### src/rtl/rb_pkg.sv
// Shared definitions for the read-back engine: FSM state encoding, default
// geometry (address width is common with the write-back block) and a helper
// that sizes burst index fields.
package rb_pkg;

    localparam int RB_DATA_W = 32;
    localparam int RB_ADDR_W = 4;
    localparam int RB_BURST  = 4;

    typedef enum logic [1:0] {
        RB_IDLE  = 2'd0,
        RB_FETCH = 2'd1,
        RB_DRAIN = 2'd2
    } rb_state_e;

    // Width of an index into a burst; never less than one bit.
    function automatic int rb_idx_w(input int burst);
        return (burst > 1) ? $clog2(burst) : 1;
    endfunction

endpackage

### src/rtl/rb_if.sv
// Output stream of the read-back engine: one burst word per valid/ready
// transfer, tagged with its index in the burst and a last flag.
interface rb_if
    import rb_pkg::*;
#(
    parameter int DATA_W = RB_DATA_W,
    parameter int IDX_W  = rb_idx_w(RB_BURST)
);

    logic              valid;
    logic              ready;
    logic [DATA_W-1:0] data;
    logic [IDX_W-1:0]  idx;
    logic              last;

    modport master (output valid, data, idx, last, input ready);
    modport slave  (input valid, data, idx, last, output ready);

endinterface

### src/rtl/rb_buf.sv
// Burst capture buffer: one synchronous write port, one combinational read
// port, contents cleared by the asynchronous reset.
module rb_buf
    import rb_pkg::*;
#(
    parameter int DEPTH  = RB_BURST,
    parameter int DATA_W = RB_DATA_W,
    parameter int IDX_W  = rb_idx_w(DEPTH)
) (
    input  logic              clk,
    input  logic              rst,
    input  logic              wr_en,
    input  logic [IDX_W-1:0]  wr_idx,
    input  logic [DATA_W-1:0] wr_data,
    input  logic [IDX_W-1:0]  rd_idx,
    output logic [DATA_W-1:0] rd_data
);

    logic [DATA_W-1:0] mem_q [DEPTH];
    logic [DATA_W-1:0] mem_d [DEPTH];

    // Next buffer contents: hold, or overwrite the addressed entry.
    always_comb begin
        // NOTE: default the whole array first so no path leaves mem_d unassigned (no latch).
        mem_d = mem_q;
        if (wr_en) begin
            mem_d[wr_idx] = wr_data;
        end
    end

    // Buffer storage with asynchronous clear.
    always_ff @(posedge clk or negedge rst) begin
        if (!rst) begin
            // NOTE: the buffer is reset on purpose so a burst abandoned by reset leaves no stale words behind.
            for (int i = 0; i < DEPTH; i++) begin
                mem_q[i] <= '0;
            end
        end else begin
            // NOTE: non-blocking so every flop samples pre-edge values.
            mem_q <= mem_d;
        end
    end

    assign rd_data = mem_q[rd_idx];

endmodule

### src/rtl/rb.sv
// Read-back engine. A start pulse in IDLE issues BURST sequential reads from
// the result RAM (latency-1 registered RAM), captures the words into rb_buf,
// then streams them out on the valid/ready port.
// Optional feature: define RB_CHECKSUM_EN to add the checksum output, the
// unsigned sum of the captured burst.
module rb
    import rb_pkg::*;
#(
    parameter  int DATA_W = RB_DATA_W,
    parameter  int ADDR_W = RB_ADDR_W,
    parameter  int BURST  = RB_BURST,
    localparam int IDX_W  = rb_idx_w(BURST),
    localparam int CNT_W  = $clog2(BURST) + 1
) (
    input  logic              clk,
    input  logic              rst,
    input  logic              start,
    input  logic [ADDR_W-1:0] base_addr,
    output logic              ram_en,
    output logic [ADDR_W-1:0] ram_addr,
    input  logic [DATA_W-1:0] ram_rdata,
    output logic              busy,
`ifdef RB_CHECKSUM_EN
    output logic [DATA_W+IDX_W-1:0] checksum,
`endif
    rb_if.master              out_if
);

    rb_state_e         state_q, state_d;
    logic [ADDR_W-1:0] addr_q, addr_d;
    logic [CNT_W-1:0]  issue_cnt_q, issue_cnt_d;
    logic [CNT_W-1:0]  cap_cnt_q, cap_cnt_d;
    logic [CNT_W-1:0]  drain_cnt_q, drain_cnt_d;
    logic              ram_en_q, ram_en_d;
    logic [ADDR_W-1:0] ram_addr_q, ram_addr_d;
    logic              rd_vld_q, rd_vld_d;
    logic              out_valid_q, out_valid_d;
    logic [DATA_W-1:0] out_data_q, out_data_d;
    logic [IDX_W-1:0]  out_idx_q, out_idx_d;
    logic              out_last_q, out_last_d;

    logic              wr_en;
    logic [IDX_W-1:0]  wr_idx;
    logic [IDX_W-1:0]  rd_idx;
    logic [DATA_W-1:0] rd_data;

`ifdef RB_CHECKSUM_EN
    localparam int SUM_W = DATA_W + IDX_W;
    logic [SUM_W-1:0] sum_q, sum_d;
`endif

    rb_buf #(
        .DEPTH  (BURST),
        .DATA_W (DATA_W),
        .IDX_W  (IDX_W)
    ) u_buf (
        .clk     (clk),
        .rst     (rst),
        .wr_en   (wr_en),
        .wr_idx  (wr_idx),
        .wr_data (ram_rdata),
        .rd_idx  (rd_idx),
        .rd_data (rd_data)
    );

    // FSM next state: issue reads, capture returning data, drain the buffer.
    always_comb begin
        state_d     = state_q;
        addr_d      = addr_q;
        issue_cnt_d = issue_cnt_q;
        cap_cnt_d   = cap_cnt_q;
        drain_cnt_d = drain_cnt_q;
        ram_en_d    = 1'b0;
        ram_addr_d  = ram_addr_q;
        // RAM data is valid the cycle after its read was issued.
        rd_vld_d    = ram_en_q;
        out_valid_d = out_valid_q;
        out_data_d  = out_data_q;
        out_idx_d   = out_idx_q;
        out_last_d  = out_last_q;
        wr_en       = 1'b0;
        wr_idx      = cap_cnt_q[IDX_W-1:0];
        rd_idx      = '0;
`ifdef RB_CHECKSUM_EN
        sum_d       = sum_q;
`endif

        case (state_q)
            RB_IDLE: begin
                if (start) begin
                    state_d     = RB_FETCH;
                    addr_d      = base_addr;
                    // The first read goes out on the transition itself.
                    issue_cnt_d = CNT_W'(1);
                    cap_cnt_d   = '0;
                    drain_cnt_d = '0;
                    ram_en_d    = 1'b1;
                    ram_addr_d  = base_addr;
`ifdef RB_CHECKSUM_EN
                    sum_d       = '0;
`endif
                end
            end

            RB_FETCH: begin
                if (issue_cnt_q < CNT_W'(BURST)) begin
                    ram_en_d    = 1'b1;
                    ram_addr_d  = addr_q + ADDR_W'(issue_cnt_q);
                    issue_cnt_d = issue_cnt_q + 1'b1;
                end
                if (rd_vld_q) begin
                    wr_en     = 1'b1;
                    cap_cnt_d = cap_cnt_q + 1'b1;
`ifdef RB_CHECKSUM_EN
                    sum_d     = sum_q + SUM_W'(ram_rdata);
`endif
                    if (cap_cnt_q == CNT_W'(BURST - 1)) begin
                        state_d     = RB_DRAIN;
                        out_valid_d = 1'b1;
                        out_idx_d   = '0;
                        out_last_d  = (BURST == 1);
                        // Word 0 may be the one being written this edge.
                        out_data_d  = (wr_idx == rd_idx) ? ram_rdata : rd_data;
                    end
                end
            end

            RB_DRAIN: begin
                rd_idx = IDX_W'(drain_cnt_q + 1'b1);
                if (out_if.ready) begin
                    if (out_last_q) begin
                        state_d     = RB_IDLE;
                        out_valid_d = 1'b0;
                        out_data_d  = '0;
                        out_idx_d   = '0;
                        out_last_d  = 1'b0;
                        drain_cnt_d = '0;
                    end else begin
                        drain_cnt_d = drain_cnt_q + 1'b1;
                        out_idx_d   = rd_idx;
                        out_data_d  = rd_data;
                        out_last_d  = (drain_cnt_d == CNT_W'(BURST - 1));
                    end
                end
            end

            default: begin
                state_d = RB_IDLE;
            end
        endcase
    end

    // FSM and registered outputs, all cleared by reset.
    always_ff @(posedge clk or negedge rst) begin
        if (!rst) begin
            state_q     <= RB_IDLE;
            addr_q      <= '0;
            issue_cnt_q <= '0;
            cap_cnt_q   <= '0;
            drain_cnt_q <= '0;
            ram_en_q    <= 1'b0;
            ram_addr_q  <= '0;
            rd_vld_q    <= 1'b0;
            out_valid_q <= 1'b0;
            out_data_q  <= '0;
            out_idx_q   <= '0;
            out_last_q  <= 1'b0;
`ifdef RB_CHECKSUM_EN
            sum_q       <= '0;
`endif
        end else begin
            state_q     <= state_d;
            addr_q      <= addr_d;
            issue_cnt_q <= issue_cnt_d;
            cap_cnt_q   <= cap_cnt_d;
            drain_cnt_q <= drain_cnt_d;
            ram_en_q    <= ram_en_d;
            ram_addr_q  <= ram_addr_d;
            rd_vld_q    <= rd_vld_d;
            out_valid_q <= out_valid_d;
            out_data_q  <= out_data_d;
            out_idx_q   <= out_idx_d;
            out_last_q  <= out_last_d;
`ifdef RB_CHECKSUM_EN
            sum_q       <= sum_d;
`endif
        end
    end

    assign busy         = (state_q != RB_IDLE);
    assign ram_en       = ram_en_q;
    assign ram_addr     = ram_addr_q;
    assign out_if.valid = out_valid_q;
    assign out_if.data  = out_data_q;
    assign out_if.idx   = out_idx_q;
    assign out_if.last  = out_last_q;
`ifdef RB_CHECKSUM_EN
    assign checksum     = sum_q;
`endif

endmodule

### src/flat_wrapper.sv
// flat-port wrapper written by rule: the top's interface ports become plain ports
module rb_flat import rb_pkg::*;
#(
    parameter  int DATA_W = RB_DATA_W,
    parameter  int ADDR_W = RB_ADDR_W,
    parameter  int BURST  = RB_BURST,
    localparam int IDX_W  = rb_idx_w(BURST),
    localparam int CNT_W  = $clog2(BURST) + 1
)
  (clk, rst, start, base_addr, ram_en, ram_addr, ram_rdata, busy, out_if_valid, out_if_data, out_if_idx, out_if_last, out_if_ready);
  rb_if #(.DATA_W(DATA_W), .IDX_W(2)) out_if_i ();
  input  logic clk;
  input  logic rst;
  input  logic start;
  input  logic [ADDR_W-1:0] base_addr;
  output logic ram_en;
  output logic [ADDR_W-1:0] ram_addr;
  input  logic [DATA_W-1:0] ram_rdata;
  output logic busy;
  output wire logic [$bits(out_if_i.valid)-1:0] out_if_valid;
  output wire logic [$bits(out_if_i.data)-1:0] out_if_data;
  output wire logic [$bits(out_if_i.idx)-1:0] out_if_idx;
  output wire logic [$bits(out_if_i.last)-1:0] out_if_last;
  input wire logic [$bits(out_if_i.ready)-1:0] out_if_ready;
  assign out_if_valid = out_if_i.valid;
  assign out_if_data = out_if_i.data;
  assign out_if_idx = out_if_i.idx;
  assign out_if_last = out_if_i.last;
  assign out_if_i.ready = out_if_ready;
  rb #(.DATA_W(DATA_W), .ADDR_W(ADDR_W), .BURST(BURST)) u_core (.clk(clk), .rst(rst), .start(start), .base_addr(base_addr), .ram_en(ram_en), .ram_addr(ram_addr), .ram_rdata(ram_rdata), .busy(busy), .out_if(out_if_i));
endmodule
### config.mk
export PLATFORM = sky130hd
export DESIGN_NAME = rb_flat
export DESIGN_NICKNAME = d
export VERILOG_FILES = /design/src/rtl/rb_pkg.sv /design/src/rtl/rb_if.sv /design/src/rtl/rb_buf.sv /design/src/rtl/rb.sv /design/src/flat_wrapper.sv
export SDC_FILE = /design/constraint.sdc
export NUM_CORES = 1
export LEC_CHECK = 0
export BUFFER_PORTS_ARGS = -buffer_cell sky130_fd_sc_hd__buf_2
export CAP_MARGIN = 20
export CORE_UTILIZATION = 64
export CTS_CLUSTER_SIZE = 14
export DETAILED_ROUTE_END_ITERATION = 6
export PLACE_DENSITY = 0.91
export RECOVER_POWER = 25
export SYNTH_ARGS = -nofsm -noshare
export SYNTH_HDL_FRONTEND = slang
export SYNTH_SLANG_ARGS = --single-unit
### constraint.sdc
create_clock -name clk -period 5.38 [get_ports clk]
set_input_delay 1.076 -clock clk [delete_from_list [all_inputs] [get_ports clk]]
set_output_delay 1.076 -clock clk [all_outputs]
set_load 0.1 [all_outputs]
Word level (Yosys, flattened, before mapping)
Cells that the tools add are included.
Storage, ports and cells
  logic and storage cells: 101
  output and inout bits: 42
  flip-flop bits (word level): 185
Cells by class
  $add $sub $neg: 4
  bitwise operators: 2
  multiplexer cells: 51
  equal/unequal tests: 10
  reductions and logical operators: 14
  $lt $le $gt $ge: 4
Operators with widths (number)
  $mux 32: 8
  $bwmux 128: 1
  $bmux 32 s2: 1
  $demux 32 s2: 1
  $pmux 32 s2: 1
  $mux 2: 10
  $mux 3: 6
  $pmux 3 s2: 3
  $mux 1: 12
  $reduce_and 5->1: 2
  $add 3x1->3 const B: 3
  $reduce_and 3->1: 3
  $mux 4: 2
  $ne 2x1->1 const B: 4
  $pmux 4 s2: 1
  $reduce_bool 2->1: 4
  $eq 3x2->1 const B: 2
  $ge 3x3->1 const B: 2
  $not 2->3: 2
  $pmux 1 s2: 3
  $pmux 2 s3: 1
  $add 4x3->4: 1
  $logic_not 2->1: 2
  $ne 2x2->1 const B: 2
  8 further kinds: 8

Depth between registers and ports, before layout
Gate-level depths: netlist (run 1).
  depth after elaboration: 10
  depth in mapped cells: 10
  mapped depth without buffers: 7

Cells and area by module
Synthesis (run 1) repeated with hierarchy kept, for this count alone.
Second synthesis, totals
  cell total of the unflattened synthesis: 579
  area total of the unflattened synthesis: 8404.3 um^2
By module, submodules not included
  rb_buf: cells an instance 311, area an instance 5504.0 um^2, seq. area each 3203.1 um^2, times used 1
  rb: cells an instance 268, area an instance 2900.3 um^2, seq. area each 1426.4 um^2, times used 1

Least setup slack after synthesis (run 1)
Ideal clock, no wire load.
  path type: register to register
  start: register u_core.drain_cnt_q[0]
  end: register u_core.out_data_q[31] (netlist: u_core.out_if.data[31])
  slack: 2.710 ns
  cell stages (with the launch flop): 11
  data arrival time: 2.544 ns
  required time: 5.254 ns
  cells stage by stage: dfrtp_1 inv_1 clkbuf_1 clkbuf_1 ha_1 or3b_1 buf_2 buf_6 a211oi_2 nor3_1 a221o_1
On the way
  word-level cells in the longest chain between the ends: 10
  elaborated cells on any way between the ends: 12
  those cells by class: add/sub: 1; mux: 10; bitwise: 1
RTL lines
  start: declaration: line rb.sv:33  | logic [CNT_W-1:0] drain_cnt_q, drain_cnt_d;
  start signal: assignment: line rb.sv:176  | drain_cnt_q <= drain_cnt_d;
  $add 3x1->3 *: line rb.sv:129  | rd_idx = IDX_W'(drain_cnt_q + 1'b1);
  $mux 2 *: line rb.sv:88  | case (state_q)
  $not 2->3 (implied by the code) *: line rb_buf.sv:44  | assign rd_data = mem_q[rd_idx];
  $bmux 32 s2 *: line rb_buf.sv:44
  $mux 32 (implied by the code) * (2 in series): line rb_buf.sv:44
  $mux 32: line rb.sv:123  | out_data_d = (wr_idx == rd_idx) ? ram_rdata : rd_data;
  $mux 32: line rb.sv:117  | if (cap_cnt_q == CNT_W'(BURST - 1)) begin
  $mux 32: line rb.sv:111  | if (rd_vld_q) begin
  $pmux 32 s2 *: line rb.sv:88
  end signal: assignment: line rb.sv:181  | out_data_q <= out_data_d;
  end: declaration: line rb.sv:38  | logic [DATA_W-1:0] out_data_q, out_data_d;
Every way passes the cells marked *; elsewhere a longest branch is shown, timed or not. The select of a mux whose other input is x is not followed.
A chain may end at the register's enable or synchronous reset.

Final worst setup path (run 1)
  start: register u_core.drain_cnt_q[0]
  end: register u_core.out_data_q[19] (netlist: u_core.out_if.data[19])
The elaborated chain is that of the path after synthesis.

==> summary.txt, run 1 <==
Vias in the first global route - 6675
Synth top area share - 52.8%
CTS tree - built
Crit path arrival time - 3.64 ns
Post-synthesis xor/xnor area fraction - 0.200%
Area delta synth->final - 12.2%
Routed length per instance - 22.2 um
Slew Viols, Final - 0
Period Utilization, post-route - 60.7%
Via/cell ratio - 6.76
Die height - 119 um
Hold crit path type - reg2reg
Placed cell count - 922
Initial antenna violation count - 0
Post-synthesis simple-gate area fraction - 6.97%
Placement Setup Slack - 2.19 ns
Rel. slew slack - 29.0%
Clock sinks - 185
Maximum vdd drop - 0.000470 V
Seq cells post-synth - 185
GP Congestion - 0.863
WL final - 21200 um
Yosys top cell by area - dfrtp_1
Max Freq - 306 MHz
Main combinational cell family by area after synthesis - multiplexers
Largest net degree at the start of global routing - 87
Post-synth EDFFs - 0
Ys async rst share - 100%
Post-route antenna net violation count - 0
Worst Path Required - 5.75 ns
Clock Skews - 0.00609 ns
Hold Slack - 0.391 ns
Ports - 82
Final hold vios - 0
# Max-Cap Violations - 0
Synth Warn # - 0
Synth Area in Adders - 1.80%
1st-pass router iterations - 5
DRC - 0
Lkg Pwr - 4.33 nW
Core area - 0.0133 mm2
Final cell count without fillers - 955
First-pass GRT wire length - 33600 um
Total GRT Usage - 30.9%
Status - complete, no violations
Actual slew at the worst max-slew pin - 1.06 ns
Clk_lat worst skew - 0.43 ns
Synth area leaders - dfrtp_1, mux2_2, nor2b_1
Seq/Total Area, Yosys - 52.8%
Hpwl dp - 12500 um
RSZ-0062 raised after global routing - false
Mux cell area share after synthesis - 19.0%
Mean Syn Cell Area - 12.4 um2
Clock slew at reported path FFs - 0.07 ns
Die extent in x - 119 um
Compound-Gate Fraction of Synth Area - 15.6%
Rows - 42
WS Path Type - reg2reg
Number of fill cells - 825
CP Launch Type - flop
Final setup vio count - 0
Root Buffer - clkbuf_16
CP startpoint - u_core.drain_cnt_q[0]
Worst r2r src - u_core.drain_cnt_q[0]
Initial drt markers - 679
Num CTS Buffers - 17
Crit-path max FO - 68
N_diodes - 0
Setup ws final - 2.11 ns
Share of layout cells above drive strength 1 - 33.6%
Pwr Total - 7.28 mW
Mapped Cells - 709
Htree depth - 4
Initial Util - 65.9%
Post-cts sizing count - 0
Synthesized Nets - 761
Post-CTS Setup Bufs - 0
Crit. End Element - flop
Die area - 0.0142 mm2
Max Buffers Root-to-Sink - 2
Hold path startpoint - u_core.ram_en
Input/output buffers - 81
Min Tclk post-route - 3.27 ns
Final nets - 818
Syn Std Cell Area - 0.00877 mm2
Cts hold-fix bufs - 0
Sum Neg Setup Slack - 0 ns
Via count - 6458
Power Density - 740 mW/mm2
Gr ovfl total - 0
Unique masters post-synth - 46
Dominant synthesized flop cell - dfrtp_1
-- synth_stat cells, types with 6 or more instances --
cell type	n
a22oi_1	18
nor2_1	26
o2bb2ai_1	13
a2111oi_0	13
nor3_1	6
clkbuf_1	22
a221o_1	14
inv_1	13
o221ai_1	18
a211oi_1	13
ha_1	11
mux2_2	131
a32o_1	17
a21oi_1	23
o21ai_0	26
nand2_1	11
buf_2	26
a22o_1	7
a21o_1	7
mux2i_1	19
nand2b_1	7
or3_1	17
dfrtp_1	185
nor2b_1	32
-- metrics by stage --
stage	cell area (um2)	util (%)
floorplan	8770	-
global placement	9220	69.4
detailed placement	9220	69.4
CTS	9810	73.8
global route	9840	74.0
finish	9840	74.0
-- flip-flops by register name, indices dropped and copies added (netlist names), 2 cells and up --
signal,count
u_core.issue_cnt_q,3
u_core.cap_cnt_q,3
u_core.addr_q,4
u_core.drain_cnt_q,3
u_core.ram_addr,4
u_core.out_if.idx,2
u_core.out_if.data,32
u_core.state_q,2
u_core.u_buf.mem_q,128
-- cell families after synthesis --
| kind of cell | count (synthesis) |
|---|---|
| DFF | 185 |
| AOI/OAI and AO/OA | 179 |
| muxes | 150 |
| and+or+nand+nor | 112 |
| buffers and inverters | 69 |
| adders and majority gates | 12 |
| xor gates and xnor gates | 2 |
-- final timing paths --
check / cells after the start / slack, ns / end
hold / removal: 0 / 0.39 / u_core.rd_vld_q
max in group asynchronous: 2 / 3.48 / u_core.u_buf.mem_q[111]
hold reg to reg: 0 / 0.39 / u_core.rd_vld_q
setup reg to reg: 8 / 2.11 / u_core.out_if.data[19]
setup / recovery: 8 / 2.11 / u_core.out_if.data[19]
min in group asynchronous: 1 / 0.69 / u_core.issue_cnt_q[1]
-- cells in the final DEF, fill, tap and decap left out, types with 17 or more instances in the layout --
master / instances
or3_1: 17
clkbuf_16: 17
nor2_1: 26
mux2i_1: 19
o221ai_1: 18
a32o_1: 17
buf_2: 79
dfrtp_1: 185
a22oi_1: 18
nor2b_1: 32
mux2_2: 131
a21oi_1: 23
o21ai_0: 27
-- report_power, final --
group          internal [mW]  leakage, nW  total, mW  switching [mW]
logic                   1.26         1.86       3.47            2.22
registers               2.09         2.20       2.56           0.472
clock network          0.698        0.271       1.25           0.552
-- worst max-delay path: stages, from the launching register on --
cell,delay [ns]
dfrtp_1,0.38
inv_1,0.06
buf_4,0.38
ha_2,0.25
buf_4,0.63
or3b_1,0.64
a211oi_1,0.14
a2111oi_0,0.52
a221o_1,0.19
-- per-layer routing --
layer | share of wire (%) | global-route usage, % | vias to the layer above
met5 | 0 | 0 | -
met4 | 2.7 | 16.2 | 0
met3 | 6.5 | 5.70 | 51
met2 | 51 | 50.9 | 332
met1 | 40 | 38.9 | 3296
li1 | - | - | 2779
-- cell type report --
| class | instances | area [um2] | area share [%] |
|---|---|---|---|
| sequential | 185 | 4630 | 47.1 |
| clock inverter | 14 | 150 | 1.53 |
| clock buffer | 18 | 439 | 4.46 |
| multi-input combinational | 455 | 3820 | 38.8 |
| timing repair buffer | 94 | 528 | 5.37 |
| inverter | 13 | 48.8 | 0.496 |
| tap | 176 | 220 | 2.24 |
(Power assumes the default switching activity.)
==> run 2, diff against run 1 <==
--- a/config.mk
+++ b/config.mk
@@ -7,10 +7,10 @@
 export LEC_CHECK = 0
 export BUFFER_PORTS_ARGS = -buffer_cell sky130_fd_sc_hd__buf_2
 export CAP_MARGIN = 20
-export CORE_UTILIZATION = 64
+export CORE_UTILIZATION = 54
 export CTS_CLUSTER_SIZE = 14
 export DETAILED_ROUTE_END_ITERATION = 6
-export PLACE_DENSITY = 0.91
+export PLACE_DENSITY = 0.83
 export RECOVER_POWER = 25
 export SYNTH_ARGS = -nofsm -noshare
 export SYNTH_HDL_FRONTEND = slang
==> constraint.sdc (replaced) <==
create_clock -name clk -period 2.9 [get_ports clk]
set_input_delay 0.58 -clock clk [delete_from_list [all_inputs] [get_ports clk]]
set_output_delay 0.58 -clock clk [all_outputs]
set_load 0.1 [all_outputs]
==> run 2 against run 1 <==
  * The flow now finishes with violations (max-capacitance violations, max-slew violations)
  * Via count is 2.0% lower
  * Sequential share of layout area is 0.53 points lower
  * Sequential cell count stayed put
  * Total power is 83% higher
  * Maximum frequency is 25% higher
  * Clock-buffer cell count is 1 higher
  * Die area is 18% higher
  * Design area is 1.1% higher
  * Non-clock buffer count is 11 higher
  * Clock skew is 0.0043 ns higher
  * Setup slack worse by 1.8 ns
  * Critical path type unchanged
==> summary.txt, run 2 (synthesis results as in run 1) <==
Pwr Total - 13.4 mW
Via/cell ratio - 6.29
Setup ws final - 0.291 ns
Input/output buffers - 81
Htree depth - 4
GP Congestion - 0.829
Largest Register - u_core.u_buf.mem_q
Post-route antenna net violation count - 0
Cts hold-fix bufs - 0
Rows - 46
Max Freq - 383 MHz
Crit. End Element - flop
Hold crit path type - in2reg
Initial drt markers - 390
Worst path slowest cell - and2b_4
Actual slew at the worst max-slew pin - 1.96 ns
CP Launch Type - flop
Core area - 0.0159 mm2
1st-pass router iterations - 5
WL final - 21100 um
Max Buffers Root-to-Sink - 2
R2R Setup Slk - 0.29 ns
Final core area utilization - 62.6%
Final cell count without fillers - 1006
Lkg Pwr - 4.39 nW
Commonest non-fill, non-tap cell in the layout - dfrtp_1
Final nets - 829
Vias in the first global route - 6682
Post-cts sizing count - 0
Placement Setup Slack - 0.418 ns
Largest net degree at the start of global routing - 79
Routed length per instance - 21.0 um
Failing checks - max-capacitance violations, max-slew violations
Root Buffer - clkbuf_16
Crit-path max FO - 43
Critical path, cell by cell - and2b_4 -> nand2_1 -> o221ai_1 -> a32o_1
Min Tclk post-route - 2.61 ns
Worst r2r src - u_core.state_q[0]
Initial antenna violation count - 0
Via count - 6327
Slew Viols, Final - 77
Share of layout cells above drive strength 1 - 34.7%
Critical Path Max Stage Delay - 0.72 ns
CP startpoint - u_core.state_q[0]
Die height - 129 um
Num CTS Buffers - 17
CTS tree - built
Period Utilization, post-route - 90.0%
Hpwl dp - 13000 um
# Max-Cap Violations - 1
Ports - 82
Initial Util - 55.2%
WS Path Type - reg2reg
Die area - 0.0167 mm2
Die extent in x - 129 um
Number of fill cells - 1195
Gr ovfl total - 0
DRC - 0
RSZ-0062 raised after global routing - false
Maximum vdd drop - 0.000788 V
Hold path startpoint - base_addr[1]
Most frequent cells in the layout - dfrtp_1, mux2_2, buf_2, nor2b_1
Clk_lat worst skew - 0.43 ns
Post-CTS Setup Bufs - 0
Clock slew at reported path FFs - 0.07 ns
Sum Neg Setup Slack - 0 ns
Final setup vio count - 0
Total GRT Usage - 26.6%
Status - complete, but fails checks
Placed cell count - 974
Area delta synth->final - 13.5%
First-pass GRT wire length - 33700 um
Power Density - 1340 mW/mm2
Max reg flops - 128
Clock Skews - 0.0103 ns
Clock sinks - 185
Rel. slew slack - -30.3%
Final hold vios - 0
N_diodes - 0
Worst Path Required - 3.27 ns
Crit path arrival time - 2.98 ns
## run 2: changes by cell type in the layout (fill, tap and decap cells not counted), sizes merged
cell      previous run  this run
clkinvlp             6         3
bufinv               2         1
clkbuf              19        20
inv                 14        17
buf                 93       104
## run 2: worst paths after layout
| kind | endpoint | cells after the start |
|---|---|---|
| max in group asynchronous | u_core.u_buf.mem_q[55] | 2 |
| min reg2reg | u_core.rd_vld_q | 0 |
| max | u_core.out_if.data[17] | 4 |
| min in group asynchronous | u_core.u_buf.mem_q[4] | 1 |
| max reg2reg | u_core.out_if.data[17] | 4 |
| min | u_core.addr_q[1] | 3 |
## run 2: through the flow
| step | area (um2) | hold slack (ns) |
|---|---|---|
| after floorplan | 8770 | 0.284 |
| after global placement | 9390 | 0.382 |
| after detailed placement | 9390 | 0.384 |
| after CTS | 9960 | 0.206 |
| after global routing | 9950 | 0.390 |
| final | 9950 | 0.377 |
## run 2: power breakdown
group	total, mW	switching [mW]	internal [mW]
combinational	6.42	4.08	2.35
clock	2.24	1.01	1.23
sequential	4.69	0.823	3.87
total	13.4	5.90	7.45
## run 2: final cells by class
type,instances,area (um2),area share [%]
inverters,13,48.8,0.490
clock inverters,13,116,1.17
clock buffers,19,453,4.55
well taps,216,270,2.72
multi-input cells,455,3820,38.4
flip-flops and latches,185,4630,46.5
repair buffers,105,611,6.14
## run 2: critical path, delay by kind of cell, from the launching register on
kind               cells  cell delay, ns
and+or+nand+nor        2            1.32
DFF                    1            0.58
AOI/OAI and AO/OA      2            0.62
## run 2: per-layer routing
layer | part of all wire (%) | routed length (um) | up-vias | GRT usage, %
li1 | - | - | 2794 | -
met4 | 2.2 | 454 | 0 | 12.1
met2 | 52 | 10900 | 263 | 46.7
met5 | 0 | 0 | - | 0
met1 | 40 | 8420 | 3226 | 31.2
met3 | 6.0 | 1270 | 44 | 5.78
